## src/rtl/alu_pkg.sv

```systemverilog
// Shared definitions for the ALU and the units that sequence work onto it.
package alu_pkg;

  localparam int unsigned ALU_SIG_W = 12;

  // Bit positions in the one-hot ALU control word
  localparam int unsigned ADD = 0;
  localparam int unsigned LD  = 1;
  localparam int unsigned ST  = 2;
  localparam int unsigned SUB = 3;
  localparam int unsigned MUL = 4;
  localparam int unsigned CMP = 5;
  localparam int unsigned MOV = 6;
  localparam int unsigned OR  = 7;
  localparam int unsigned AND = 8;
  localparam int unsigned NOT = 9;
  localparam int unsigned LSL = 10;
  localparam int unsigned LSR = 11;

  typedef enum logic [1:0] {
    StIdle = 2'd0,
    StExec = 2'd1,
    StResp = 2'd2
  } seq_state_e;

  function automatic logic is_one_hot(input logic [ALU_SIG_W-1:0] sig);
    return ($countones(sig) == 1);
  endfunction

endpackage

```

## src/rtl/rr_arbiter2.sv

```systemverilog
// Two-requester round-robin arbiter; the pointer moves past the winner on each accept.
module rr_arbiter2 (
  input  logic       clk,
  input  logic       rst,
  input  logic [1:0] req,
  input  logic       accept,
  output logic [1:0] gnt,
  output logic       gnt_idx
);

  logic rr_ptr_q;

  always_comb begin
    gnt_idx = 1'b0;
    case (req)
      2'b01:   gnt_idx = 1'b0;
      2'b10:   gnt_idx = 1'b1;
      2'b11:   gnt_idx = rr_ptr_q;
      default: gnt_idx = 1'b0;
    endcase
    gnt = (req == 2'b00) ? 2'b00 : (gnt_idx ? 2'b10 : 2'b01);
  end

  always_ff @(posedge clk) begin
    if (rst) begin
      rr_ptr_q <= 1'b0;
    end else if (accept) begin
      rr_ptr_q <= ~gnt_idx;
    end
  end

endmodule

```

## src/rtl/alu_issue_sequencer.sv

```systemverilog
// Shares one ALU between two issue slots: arbitrate, drive the ALU, wait out its
// latency and return the tagged result over a valid/ready response port.
module alu_issue_sequencer
  import alu_pkg::*;
#(
  parameter int unsigned TAG_W   = 3,
  parameter int unsigned ALU_LAT = 1
) (
  input  logic                 clk,
  input  logic                 rst,
  input  logic                 req0_valid,
  output logic                 req0_ready,
  input  logic [ALU_SIG_W-1:0] req0_alusignals,
  input  logic [15:0]          req0_op1,
  input  logic [15:0]          req0_op2,
  input  logic [4:0]           req0_immx,
  input  logic                 req0_isimmediate,
  input  logic [TAG_W-1:0]     req0_tag,
  input  logic                 req1_valid,
  output logic                 req1_ready,
  input  logic [ALU_SIG_W-1:0] req1_alusignals,
  input  logic [15:0]          req1_op1,
  input  logic [15:0]          req1_op2,
  input  logic [4:0]           req1_immx,
  input  logic                 req1_isimmediate,
  input  logic [TAG_W-1:0]     req1_tag,
  output logic [ALU_SIG_W-1:0] alu_alusignals,
  output logic [15:0]          alu_op1,
  output logic [15:0]          alu_op2,
  output logic [4:0]           alu_immx,
  output logic                 alu_isimmediate,
  input  logic [15:0]          alu_result,
  output logic                 rsp_valid,
  input  logic                 rsp_ready,
  output logic [15:0]          rsp_result,
  output logic [TAG_W-1:0]     rsp_tag,
  output logic                 rsp_slot,
  output logic                 rsp_err,
  output logic                 busy
);

  localparam int unsigned CNT_W = (ALU_LAT > 0) ? $clog2(ALU_LAT + 1) : 1;
  localparam logic [CNT_W-1:0] LAST_CNT = CNT_W'(ALU_LAT);

  seq_state_e state_q, state_d;

  logic [ALU_SIG_W-1:0] sig_q;
  logic [15:0]          op1_q, op2_q;
  logic [4:0]           immx_q;
  logic                 isimm_q;
  logic [TAG_W-1:0]     tag_q;
  logic                 slot_q;
  logic [CNT_W-1:0]     cnt_q;

  logic [15:0]      rsp_result_q;
  logic [TAG_W-1:0] rsp_tag_q;
  logic             rsp_slot_q;
  logic             rsp_err_q;

  logic                 idle, in_exec, last_exec, accept, in_ok, gnt_idx;
  logic [1:0]           gnt;
  logic [ALU_SIG_W-1:0] in_sig;
  logic [15:0]          in_op1, in_op2;
  logic [4:0]           in_immx;
  logic                 in_isimm;
  logic [TAG_W-1:0]     in_tag;

  assign idle      = (state_q == StIdle);
  assign in_exec   = (state_q == StExec);
  assign last_exec = in_exec && (cnt_q == LAST_CNT);

  // Requests are masked outside IDLE and during reset so nothing is granted then
  rr_arbiter2 u_arb (
    .clk     (clk),
    .rst     (rst),
    .req     ({req1_valid, req0_valid} & {2{idle && !rst}}),
    .accept  (accept),
    .gnt     (gnt),
    .gnt_idx (gnt_idx)
  );

  assign accept     = |gnt;
  assign req0_ready = gnt[0];
  assign req1_ready = gnt[1];

  assign in_sig   = gnt_idx ? req1_alusignals  : req0_alusignals;
  assign in_op1   = gnt_idx ? req1_op1         : req0_op1;
  assign in_op2   = gnt_idx ? req1_op2         : req0_op2;
  assign in_immx  = gnt_idx ? req1_immx        : req0_immx;
  assign in_isimm = gnt_idx ? req1_isimmediate : req0_isimmediate;
  assign in_tag   = gnt_idx ? req1_tag         : req0_tag;
  assign in_ok    = is_one_hot(in_sig);

  always_comb begin
    state_d = state_q;
    case (state_q)
      StIdle:  if (accept) state_d = in_ok ? StExec : StResp;
      StExec:  if (last_exec) state_d = StResp;
      StResp:  if (rsp_ready) state_d = StIdle;
      default: state_d = StIdle;
    endcase
  end

  always_ff @(posedge clk) begin
    if (rst) begin
      state_q      <= StIdle;
      sig_q        <= '0;
      op1_q        <= '0;
      op2_q        <= '0;
      immx_q       <= '0;
      isimm_q      <= 1'b0;
      tag_q        <= '0;
      slot_q       <= 1'b0;
      cnt_q        <= '0;
      rsp_result_q <= '0;
      rsp_tag_q    <= '0;
      rsp_slot_q   <= 1'b0;
      rsp_err_q    <= 1'b0;
    end else begin
      state_q <= state_d;
      if (accept) begin
        sig_q   <= in_sig;
        op1_q   <= in_op1;
        op2_q   <= in_op2;
        immx_q  <= in_immx;
        isimm_q <= in_isimm;
        tag_q   <= in_tag;
        slot_q  <= gnt_idx;
        cnt_q   <= '0;
        // Malformed control word: answer straight away without touching the ALU
        if (!in_ok) begin
          rsp_result_q <= '0;
          rsp_tag_q    <= in_tag;
          rsp_slot_q   <= gnt_idx;
          rsp_err_q    <= 1'b1;
        end
      end
      if (in_exec) begin
        cnt_q <= cnt_q + 1'b1;
      end
      if (last_exec) begin
        rsp_result_q <= alu_result;
        rsp_tag_q    <= tag_q;
        rsp_slot_q   <= slot_q;
        rsp_err_q    <= 1'b0;
      end
    end
  end

  assign alu_alusignals  = in_exec ? sig_q   : '0;
  assign alu_op1         = in_exec ? op1_q   : '0;
  assign alu_op2         = in_exec ? op2_q   : '0;
  assign alu_immx        = in_exec ? immx_q  : '0;
  assign alu_isimmediate = in_exec ? isimm_q : 1'b0;

  assign rsp_valid  = (state_q == StResp);
  assign rsp_result = rsp_result_q;
  assign rsp_tag    = rsp_tag_q;
  assign rsp_slot   = rsp_slot_q;
  assign rsp_err    = rsp_err_q;
  assign busy       = !idle;

endmodule

```

## config.mk

```make
export PLATFORM = sky130hd
export DESIGN_NAME = alu_issue_sequencer
export DESIGN_NICKNAME = d
export VERILOG_FILES = /design/src/rtl/alu_pkg.sv /design/src/rtl/rr_arbiter2.sv /design/src/rtl/alu_issue_sequencer.sv
export SDC_FILE = /design/constraint.sdc
export NUM_CORES = 1
export LEC_CHECK = 0
export CAP_MARGIN = 10
export CORE_MARGIN = 8
export CORE_UTILIZATION = 40
export DETAILED_ROUTE_END_ITERATION = 8
export HOLD_SLACK_MARGIN = 0.15
export PLACE_DENSITY = 0.84
export SYNTH_ARGS = -nofsm -noshare
export SYNTH_HDL_FRONTEND = slang
export SYNTH_SLANG_ARGS = --single-unit
```

## constraint.sdc

```tcl
create_clock -name clk -period 7 [get_ports clk]
set_clock_uncertainty 0.15 [all_clocks]
set_input_delay 1.4 -clock clk [delete_from_list [all_inputs] [get_ports clk]]
set_output_delay 1.4 -clock clk [all_outputs]
set_load 0.01 [all_outputs]
```

Word-level counts from Yosys, hierarchy flattened
Cells that the tools add are included.

word-level totals
  bits in registers = 79
  output and inout port bits = 75
  word-level logic and storage cells = 81

cells by class
  add/subtract/negate cells = 12
  equality and inequality tests = 9
  multiplexer cells = 30
  bitwise gates (word level) = 3
  reductions and logical operators = 13

operator list
  operator            number
  $mux 16             7
  $mux 12             2
  $add 1x1->2         6
  $mux 2              6
  $mux 3              4
  $mux 5              2
  $add 2x2->3         3
  $mux 1              7
  $eq 2x2->1 const B  3
  $ne 2x1->1 const B  3
  $pmux 2 s3          1
  $add 4x3->5         1
  $eq 5x1->1 const B  1
  $add 3x3->4         1
  $logic_not 2->1     2
  $reduce_and 2->1    2
  $reduce_bool 2->1   2
  $reduce_or 2->1     2
  $reduce_and 3->1    1
  $and 2x2->2         1
  $eq 2x1->1 const B  1
  $logic_and 1x1->1   2
  $logic_not 1->1     2
  $ne 2x2->1 const B  1
  other kinds (3)     4

Logic depth before layout (Yosys ltp)
Gate-level depths: netlist (run 1).

  depth after elaboration = 14
  depth in mapped cells = 18

Cells and area by module
From an unflattened synthesis (run 1), not the netlist that was laid out.

unflattened totals
  cells, all modules = 432
  area total of the unflattened synthesis = 3,968.8 µm²

by module, submodules not included
  module               times used  cells an instance  area each (µm²)
  alu_issue_sequencer  1           425                3,893.7
  rr_arbiter2          1           7                  75.1

Least setup slack after synthesis (run 1)
No wires, ideal clock.

  path kind = input port to flip-flop
  from = in rst
  to = reg rsp_result_q[0], in the netlist rsp_result[0]
  setup time = 0.059 ns
  arrival = 6.009 ns
  slack = 0.782 ns
  stages = 18
  cell sequence = nor3_4 -> nand3_1 -> buf_4 -> buf_4 -> mux2i_1 -> fa_1 -> fa_1 -> inv_1 -> fa_1 -> fa_1 -> ha_1 -> inv_1 -> fa_1 -> nand2_1 -> or3_4 -> a311oi_4 -> buf_6 -> a22o_1

between the ends
  word-level cells in the longest chain between the ends = 13

RTL lines
  item                               RTL line                    source
  start: declaration                 alu_issue_sequencer.sv:10   input logic rst,
  $logic_not 1->1                    alu_issue_sequencer.sv:76   .req ({req1_valid, req0_valid} & {2{idle && !rst}}),
  $logic_and 1x1->1                  alu_issue_sequencer.sv:76
  $and 2x2->2                        alu_issue_sequencer.sv:76
  $eq 2x2->1                         rr_arbiter2.sv:15           case (req)
  $pmux 1 s2                         rr_arbiter2.sv:15
  $mux 12                            alu_issue_sequencer.sv:86   assign in_sig = gnt_idx ? req1_alusignals : req0_alusignals;
  $add 1x1->2 (not written as such)  alu_pkg.sv:27               return ($countones(sig) == 1);
  $add 2x2->3 (not written as such)  alu_pkg.sv:27
  $add 3x3->4 (not written as such)  alu_pkg.sv:27
  $add 4x3->5 (not written as such)  alu_pkg.sv:27
  $eq 5x1->1                         alu_pkg.sv:27
  $ne 2x2->1 (no line)               -
  $reduce_and 2->1 (no line)         -
  end signal: assignment             alu_issue_sequencer.sv:142  rsp_result_q <= alu_result;
  end: declaration                   alu_issue_sequencer.sv:55   logic [15:0] rsp_result_q;

Parallel ways exist; a longest one is shown, timed or not.
A chain may end at the register's enable or synchronous reset.

Worst setup path in the final report (run 1)
  from = in req0_valid
  to = reg rsp_result_q[12], in the netlist rsp_result[12]

between the ends
  word-level cells in the longest chain between the ends = 11

RTL lines
  item                               RTL line                   source
  start: declaration                 alu_issue_sequencer.sv:11  input logic req0_valid,
  $and 2x2->2 (*)                    alu_issue_sequencer.sv:76
  $eq 2x2->1                         rr_arbiter2.sv:15
  $pmux 1 s2                         rr_arbiter2.sv:15
  $mux 12                            alu_issue_sequencer.sv:86
  $add 1x1->2 (not written as such)  alu_pkg.sv:27
  $add 2x2->3 (not written as such)  alu_pkg.sv:27
  $add 3x3->4 (not written as such)  alu_pkg.sv:27
  $add 4x3->5 (not written as such)  alu_pkg.sv:27
  $eq 5x1->1                         alu_pkg.sv:27
  $ne 2x2->1 (no line)               -
  $reduce_and 2->1 (no line) (*)     -

Every way passes the cells marked *; elsewhere a longest branch is shown, timed or not.

==> results.ini, run 1 <==
[run_status]
outcome=completed

[sta]
hold_viol_final=0
slew_viol_final=0
max_freq_mhz=154
setup_tns_ns=0
rsz0062_at_grt=no
relSlewSlack_pct=29.1
period_minus_slack_ns=6.47
period_share_pct=92.5
worst-slew-pin-transition_ns=1.06
setup_violations=0

[clock_tree]
cts_hold_buf=0
cts_setup_buffers=0
tritoncts=built
insertion_delay_ns=0.35
clk_pin_slew_ns=0.09
cts-root-buf=clkbuf_8
htreeDepth=3
cts_buffer_depth=2
cts_sinks=79
cts_resized=0
numCtsBuffers=9

[power]
ir_worst_vdd_mv=0.181
p_leak_nw=2.59
p_per_area_nw_per_um2=266

[grt]
met2_usage_pct=29.9
grt_use_total_pct=17.5
top_usage_layer=met2
use_met3_pct=5.73
grt_pass1_vias=3837
grt_max_degree=93
grt_pass1_wl_um=18700
antenna_found_initial=0
grt.overflow.total=0
gr-usage-met1_pct=19.8

[synth]
yosysTopAreaCellShare_pct=39.8
syn-cell-area_um2=3970
synth_area_per_cell_um2=9.69
synth_edf_count=0
async_flop_share_pct=0
yosysWarnings=0
synth.distinct_cells=44
synth.area.top_cells=dfxtp_1 (40%), mux2i_1 (12%), and2_1 (7.9%)
seq_area_frac_synth_pct=39.8
synth_top_area_cell=dfxtp_1
synth_ff_type=dfxtp_1
netlist_instances=410
synth_seq_cells=79
synth.net_count=548

[final_layout]
fillCellCount=821
area_growth_pct=56.8
drive_above_1_share_pct=6.33
layout_common_cells=clkdlybuf4s50_1 (200), dfxtp_1 (79), and2_1 (50), mux2i_1 (46), o21ai_0 (40)
antenna_cells=0
stdcell_count=733
layout_commonest_cell=clkdlybuf4s50_1
nets=733
stdcell_area_um2=6230

[worst_setup_path]
crit_top_cell=fa_1
slowest_stage=clkdlybuf4s50_1
cp-endpoint=rsp_result[12]
r2r_cells=16
rrSetupSlack_ns=1.55
crit_path_max_incr_delay_ns=0.56
critPathBufInv=4
path_depth=17
r2r-start=state_q[1]
arrival_ns=6.62
startpoint=req0_valid
cp_data_required_time_ns=7.14
reg2reg_to=rsp_result[12]
crit_type=in2reg
cp_top_family=adder cells
crit_fanout=16
crit_chain=clkdlybuf4s50_1 > nand2b_1 > nand3_4 > mux2i_1 > fa_1 > fa_1 > inv_1 > fa_1 > fa_1 > ha_1 > inv_1 > fa_1 > nor4b_2 > nand4_1 > a311oi_4 > buf_4 > a22o_1
start_kind=primary input
end_kind=register

[die]
dieArea_um2=13400
initial_core_util_pct=40.8
rows=36
core_um2=9730
dieWidth_um=116
die_h_um=116
pin_count=202

[hold_path]
hp-class=reg2reg

[placement]
gp_congestion=0.815
postPlaceCellArea_um2=6040
port_buffers=201
place_inst=717
place_hpwl_um=9330

[route]
antenna_left=0
post-route-drc-count=0
wl_um=12100
viasPerCell=4.96
wire_per_inst_um=16.5
firstDrtPassIters=4
drt-initial-drc-count=150
vias=3637

[run]
drv_cap=0

where the power goes:
part | switching (mW) | total (mW) | leakage (nW) | internal [mW]
sequential | 0.0582 | 0.619 | 0.651 | 0.561
clock | 0.189 | 0.326 | 0.0903 | 0.137
combinational | 0.369 | 0.714 | 1.85 | 0.345
metrics by stage:
step                power, mW  hold slack [ns]  utilization [%]  setup WS, ns
CTS                      1.67            0.316             64.0         0.539
global placement         1.31            0.294             62.1         0.421
detailed placement       1.35            0.303             62.1         0.129
floorplan                1.08            0.285                -         0.782
finish                   1.66            0.315             64.0         0.527
global route             1.79            0.345             64.0         0.305
cell families after synthesis:
kind of cell / share of synthesized area [%]
flops: 39.8
fa+ha+maj: 4.79
compound gates: 15.4
simple gates: 22.1
mux: 13.0
buf+inv: 4.94
cell usage after synthesis (all sizes together), types with 6 or more instances:
cell	n
nand3b	28
buf	16
fa	7
a211oi	11
clkbuf	16
and2	50
mux2i	46
nand2	6
dfxtp	79
nor2	13
nand3	16
nand2b	10
inv	7
o21ai	41
a22o	16
sequential cells by signal, indices dropped and copies added, names as in the netlist, 2 cells and up:
name,cells
immx_q,5
op1_q,16
op2_q,16
rsp_result,16
rsp_tag,3
sig_q,12
state_q,2
tag_q,3
worst reg2reg max path, cell delays in order, from the launching register on:
cell	delay, ns
dfxtp_1	0.39
nor3_4	0.37
nand3_4	0.20
mux2i_1	0.34
fa_1	0.49
fa_1	0.56
inv_1	0.06
fa_1	0.46
fa_1	0.49
ha_1	0.16
inv_1	0.05
fa_1	0.39
nor4b_2	0.33
nand4_1	0.24
a311oi_4	0.31
buf_4	0.26
a22o_1	0.15
routing by layer:
| metal | vias up | part of all wire [%] |
|---|---|---|
| li1 | 1826 | - |
| met1 | 1665 | 41 |
| met4 | 0 | 1.5 |
| met2 | 130 | 49 |
| met3 | 16 | 9.0 |
| met5 | - | 0 |
worst min-delay path by stage:
stage | start | to | slack [ns] | depth (start not counted)
finish | slot_q | slot_q | 0.31 | 2
global route | slot_q | slot_q | 0.34 | 2
CTS | slot_q | slot_q | 0.32 | 2
detailed placement | rsp_result[15] | rsp_result[15] | 0.30 | 1
global placement | op1_q[10] | op1_q[10] | 0.29 | 2
floorplan | op1_q[10] | op1_q[10] | 0.29 | 2
final cells by class:
type                       instances  area [µm²]  share of cell area, %
multi-input combinational        291        2220                   35.6
timing repair buffer             206        2040                   32.8
sequential                        79        1580                   25.4
tap                              133         166                   2.67
clock buffer                       9         124                   1.99
clock inverter                     7        63.8                   1.02
inverter                           8        30.0                  0.482
(Power assumes the default switching activity.)
==> run 2, diff against run 1 <==
--- a/config.mk
+++ b/config.mk
@@ -7,10 +7,11 @@
 export LEC_CHECK = 0
 export CAP_MARGIN = 10
 export CORE_MARGIN = 8
-export CORE_UTILIZATION = 40
+export CORE_UTILIZATION = 41
+export CTS_BUF_LIST = sky130_fd_sc_hd__clkbuf_8
 export DETAILED_ROUTE_END_ITERATION = 8
 export HOLD_SLACK_MARGIN = 0.15
-export PLACE_DENSITY = 0.84
+export PLACE_DENSITY = 0.86
 export SYNTH_ARGS = -nofsm -noshare
 export SYNTH_HDL_FRONTEND = slang
 export SYNTH_SLANG_ARGS = --single-unit
==> results.ini, run 2 (synthesized netlist as in run 1, its figures left out) <==
[die]
dieArea_um2=13100  ; was 13400 µm²
pin_count=202  ; unchanged
core_um2=9590  ; was 9730 µm²
initial_core_util_pct=41.4  ; was 40.8%
rows=36  ; unchanged
die_h_um=114  ; was 116 µm
dieWidth_um=114  ; was 116 µm

[clock_tree]
numCtsBuffers=9  ; unchanged
tritoncts=built  ; unchanged
cts_buffer_depth=2  ; unchanged
insertion_delay_ns=0.34  ; was 0.35 ns
clk_pin_slew_ns=0.08  ; was 0.09 ns
htreeDepth=3  ; unchanged
cts_sinks=79  ; unchanged
cts-root-buf=clkbuf_8  ; unchanged
cts_hold_buf=0  ; unchanged
cts_resized=0  ; unchanged
cts_setup_buffers=0  ; unchanged

[route]
wl_um=12100  ; about the same
viasPerCell=5.06  ; was 4.96
antenna_left=0  ; unchanged
firstDrtPassIters=4  ; unchanged
post-route-drc-count=0  ; unchanged
vias=3709  ; was 3637
drt-initial-drc-count=173  ; was 150
wire_per_inst_um=16.5  ; about the same

[grt]
antenna_found_initial=0  ; unchanged
grt_max_degree=93  ; unchanged
grt_use_total_pct=18.2  ; was 17.5%
grt_pass1_wl_um=19200  ; was 18700 µm
grt.overflow.total=0  ; unchanged
grt_pass1_vias=3839  ; was 3837

[placement]
port_buffers=201  ; unchanged
gp_congestion=0.785  ; was 0.815
place_inst=717  ; unchanged
place_hpwl_um=9410  ; was 9330 µm
pre_cts_ws_ns=0.185  ; was 0.129 ns

[sta]
setup_tns_ns=0  ; unchanged
relSlewSlack_pct=30.5  ; was 29.1%
setup_slack_ns=0.560  ; was 0.527 ns
max_freq_mhz=155  ; was 154 MHz
slew_viol_final=0  ; unchanged
period_share_pct=92.0  ; was 92.5%
hold_viol_final=0  ; unchanged
setup_violations=0  ; unchanged
worst-slew-pin-transition_ns=1.04  ; was 1.06 ns
period_minus_slack_ns=6.44  ; was 6.47 ns
rsz0062_at_grt=no  ; unchanged

[final_layout]
nets=733  ; unchanged
stdcell_count=733  ; unchanged
ff_latch_area_um2=1580  ; unchanged
fillCellCount=786  ; was 821
layout_common_cells=clkdlybuf4s50_1 (200), dfxtp_1 (79), and2_1 (50), mux2i_1 (46), o21ai_0 (40)  ; unchanged
drive_above_1_share_pct=6.33  ; unchanged
antenna_cells=0  ; unchanged
layout_commonest_cell=clkdlybuf4s50_1  ; unchanged
multi_input_area_um2=2220  ; unchanged
area_growth_pct=56.5  ; was 56.8%

[power]
p_total_mw=1.65  ; was 1.66 mW
p_switching_uw=606  ; was 616 µW
switching_share_pct=36.8  ; was 37.1%
clock_power_share_pct=19.0  ; was 19.6%
p_per_area_nw_per_um2=265  ; was 266 nW/µm²
power.internal_mw=1.04  ; about the same
power_frac_comb_pct=43.5  ; was 43.1%
pwr-share-seq_pct=37.5  ; was 37.3%
ir_worst_vdd_mv=0.160  ; was 0.181 mV
p_leak_nw=2.59  ; about the same

[worst_setup_path]
end_kind=register  ; unchanged
crit_type=in2reg  ; unchanged
crit_fanout=16  ; unchanged
arrival_ns=6.57  ; was 6.62 ns
start_kind=primary input  ; unchanged
cp_data_required_time_ns=7.13  ; was 7.14 ns

[hold_path]
hp-class=reg2reg  ; unchanged

[run]
drv_cap=0  ; unchanged

[run_status]
outcome=completed  ; unchanged

run 2: cell count changes in the layout (fill, tap and decap cells not counted), sizes merged:
cell    before  now
inv         11   10
clkinv       2    3
run 2: per-layer routing:
layer	vias up	GRT usage, %	routed length [µm]
li1	1821	-	-
met4	0	6.03	157
met3	10	5.27	792
met1	1757	20.8	4950
met2	121	31.8	6210
met5	-	0	0
run 2: worst paths after layout:
path / endpoint / start / slack [ns] / depth (start not counted)
max reg2reg: rsp_result[9] / state_q[1] / 1.60 / 16
max: rsp_result[9] / req0_valid / 0.56 / 17
min: slot_q / slot_q / 0.32 / 2
min reg2reg: slot_q / slot_q / 0.32 / 2
run 2: area by class of cell:
class / count / share of cell area, %
clock buffer: 9 / 1.99
clock inverter: 7 / 0.885
inverter: 8 / 0.483
multi-input combinational: 291 / 35.7
sequential: 79 / 25.4
tap: 133 / 2.67
timing repair buffer: 206 / 32.9
run 2: power groups by stage:
stage	clock [mW]	combinational, mW	sequential, mW
final	0.313	0.717	0.617
after global routing	0.343	0.800	0.631
after CTS	0.322	0.718	0.617
after detailed placement	0	0.715	0.627
after global placement	0	0.684	0.621
after floorplan	0	0.468	0.614
run 2: critical path: stages:
cell,delay [ns]
clkdlybuf4s50_1,0.55
nand2b_1,0.16
nand3_4,0.19
mux2i_1,0.33
fa_1,0.50
fa_1,0.55
inv_1,0.05
fa_1,0.46
fa_1,0.50
ha_1,0.16
inv_1,0.05
fa_1,0.40
nor4b_2,0.31
nand4_1,0.24
a311oi_4,0.30
buf_4,0.26
a22o_1,0.16
run 2: stage by stage:
stage                     hold slack (ns)  cell area [µm²]  utilization [%]
after global routing                0.349             6220             64.8
after global placement              0.297             6040             63.0
after CTS                           0.321             6220             64.8
final                               0.316             6220             64.8
after floorplan                     0.285             3970                -
after detailed placement            0.304             6040             63.0
==> RTL change: new RTL, config.mk and constraints of run 1 <==
Put one more register stage on the output `rsp_err`. The value now appears one clock later. The other outputs are not delayed to match.
--- a/src/rtl/alu_issue_sequencer.sv
+++ b/src/rtl/alu_issue_sequencer.sv
@@ -157,7 +157,9 @@
   assign rsp_result = rsp_result_q;
   assign rsp_tag    = rsp_tag_q;
   assign rsp_slot   = rsp_slot_q;
-  assign rsp_err    = rsp_err_q;
+  always_ff @(posedge clk) begin
+    rsp_err <= rsp_err_q;
+  end
   assign busy       = !idle;
 
 endmodule
Behaviour: not the same (Yosys sat finds a counterexample within 4 cycles, from zero or initial values and one cycle with rst high).
==> RTL change against run 1 <==
  * Area after synthesis rose by 0.50%
  * Routed wire length fell by 0.65%
  * Combinational power fell by 0.6%
  * Setup slack improved by 0.080 ns
  * Total power rose by 1.7%
  * Count of clock-buffer cells in the layout did not move
  * Final area rose by 0.56%
  * Sequential cell count rose by 1
  * Die area rose by 0.43%
  * Clock power rose by 7.4%
  * First-iteration DRC count fell by 5.3%
==> RTL change: results (changes against run 1) <==
antenna_cells: 0  # unchanged
post_cts_buffers: 0  # unchanged
worst_hold_slack_ns: 0.229  # -0.0854 ns
gp_congestion: 0.797  # -2.1%
nets: 734  # +0.14%
min-delay-path-class: "reg2reg"
synth_common_cells: "dfxtp_1 (80), and2_1 (50), mux2i_1 (46)"
path_max_fanout: 16  # unchanged
vdd_drop_max_mv: 0.268  # +48%
detail_route.vias_per_cell: 4.97  # +0.11%
portBuffers: 201  # unchanged
grt_start_max_net_pins: 93  # unchanged
synth_top_area_share: 0.401  # +0.00302
p_leak_nw: 2.60  # +0.40%
critical_path_arrival_ns: 6.54  # -0.08 ns
clkLatencyLatePin_ns: 0.35  # about the same
whs_path_depth: 0  # -2
wl_per_cell_um: 16.4  # -0.78%
relSlewSlack: 0.339  # +0.0477
fmax_ghz: 0.156  # +1.3%
slowest_stage: "clkdlybuf4s50_1"
r2r-start: "state_q[1]$_SDFFE_PP0P_"
clock_path_buffers: 2  # unchanged
min_from: "rsp_err_q$_SDFFE_PP0P_"
synth_nets: 549  # +0.18%
grt_use_total: 0.175  # about the same
pre_cts_slack_ns: 0.221  # +0.0916 ns
grt_pass1_wl_um: 18600  # -0.66%
startpoint: "req0_valid"
reg2regPathDepth: 16  # unchanged
rrSetupSlack_ns: 1.61  # +0.06 ns
drtIter0Drc: 142  # -5.3%
ys_types: 44  # unchanged
finalHoldViolations: 0  # unchanged
crit_family: "adder cells"
place_hpwl_um: 9260  # -0.66%
layout-drive-gt1-share: 0.0632  # -0.000105
synthTopCellsByArea: "dfxtp_1 (40%), mux2i_1 (12%), and2_1 (7.8%), nand3b_1 (5.3%), o21ai_0 (5.0%)"
antenna_found_initial: 0  # unchanged
synth-seq-area-share: 0.401  # +0.00302
outcome: "complete, no violations"
grt_pass1_vias: 3880  # +1.1%
## RTL change: cell families (layout without fill, tap and decap cells)
kind of cell    count (synthesis)  in the layout  synth area share
simple gates                  140            140             0.220
compound gates                 89             89             0.153
flops                          80             80             0.401
mux                            51             51             0.129
buf+inv                        40            230            0.0492
fa+ha+maj                      11             11            0.0476
## RTL change: area by class of cell
class	count	area, um2
Fill cell	829	3460
Inverter	8	30.0
Clock buffer	9	124
Tap cell	133	166
Sequential cell	80	1600
Multi-Input combinational cell	291	2220
Clock inverter	7	78.8
Timing Repair Buffer	206	2040
## RTL change: report_power, final
group | switching (W) | internal, W | total, W
sequential | 0.0000583 | 0.000569 | 0.000627
clock | 0.000182 | 0.000168 | 0.000350
combinational | 0.000365 | 0.000345 | 0.000710
total | 0.000605 | 0.00108 | 0.00169
## RTL change: worst paths after layout
path	to
setup / recovery	rsp_result[10]$_SDFFE_PP0P_
hold / removal	rsp_err$_DFF_P_
setup reg to reg	rsp_result[10]$_SDFFE_PP0P_
hold reg to reg	rsp_err$_DFF_P_
## RTL change: per-stage QoR
| step | instances | total power, W | utilization | area (um2) |
|---|---|---|---|---|
| 6_report | 734 | 0.00169 | 0.644 | 6260 |
| 5_1_grt | 734 | 0.00182 | 0.644 | 6260 |
| 4_1_cts | 734 | 0.00171 | 0.644 | 6260 |
| 3_5_place_dp | 718 | 0.00135 | 0.623 | 6060 |
| 3_3_place_gp | 718 | 0.00132 | 0.623 | 6060 |
| 2_1_floorplan | 411 | 0.00109 | - | 3990 |
## RTL change: metal layers
layer | GRT usage | part of all wire
met4 | 0.0622 | 0.015
met2 | 0.316 | 0.52
met3 | 0.0532 | 0.077
met1 | 0.187 | 0.39
met5 | 0 | 0
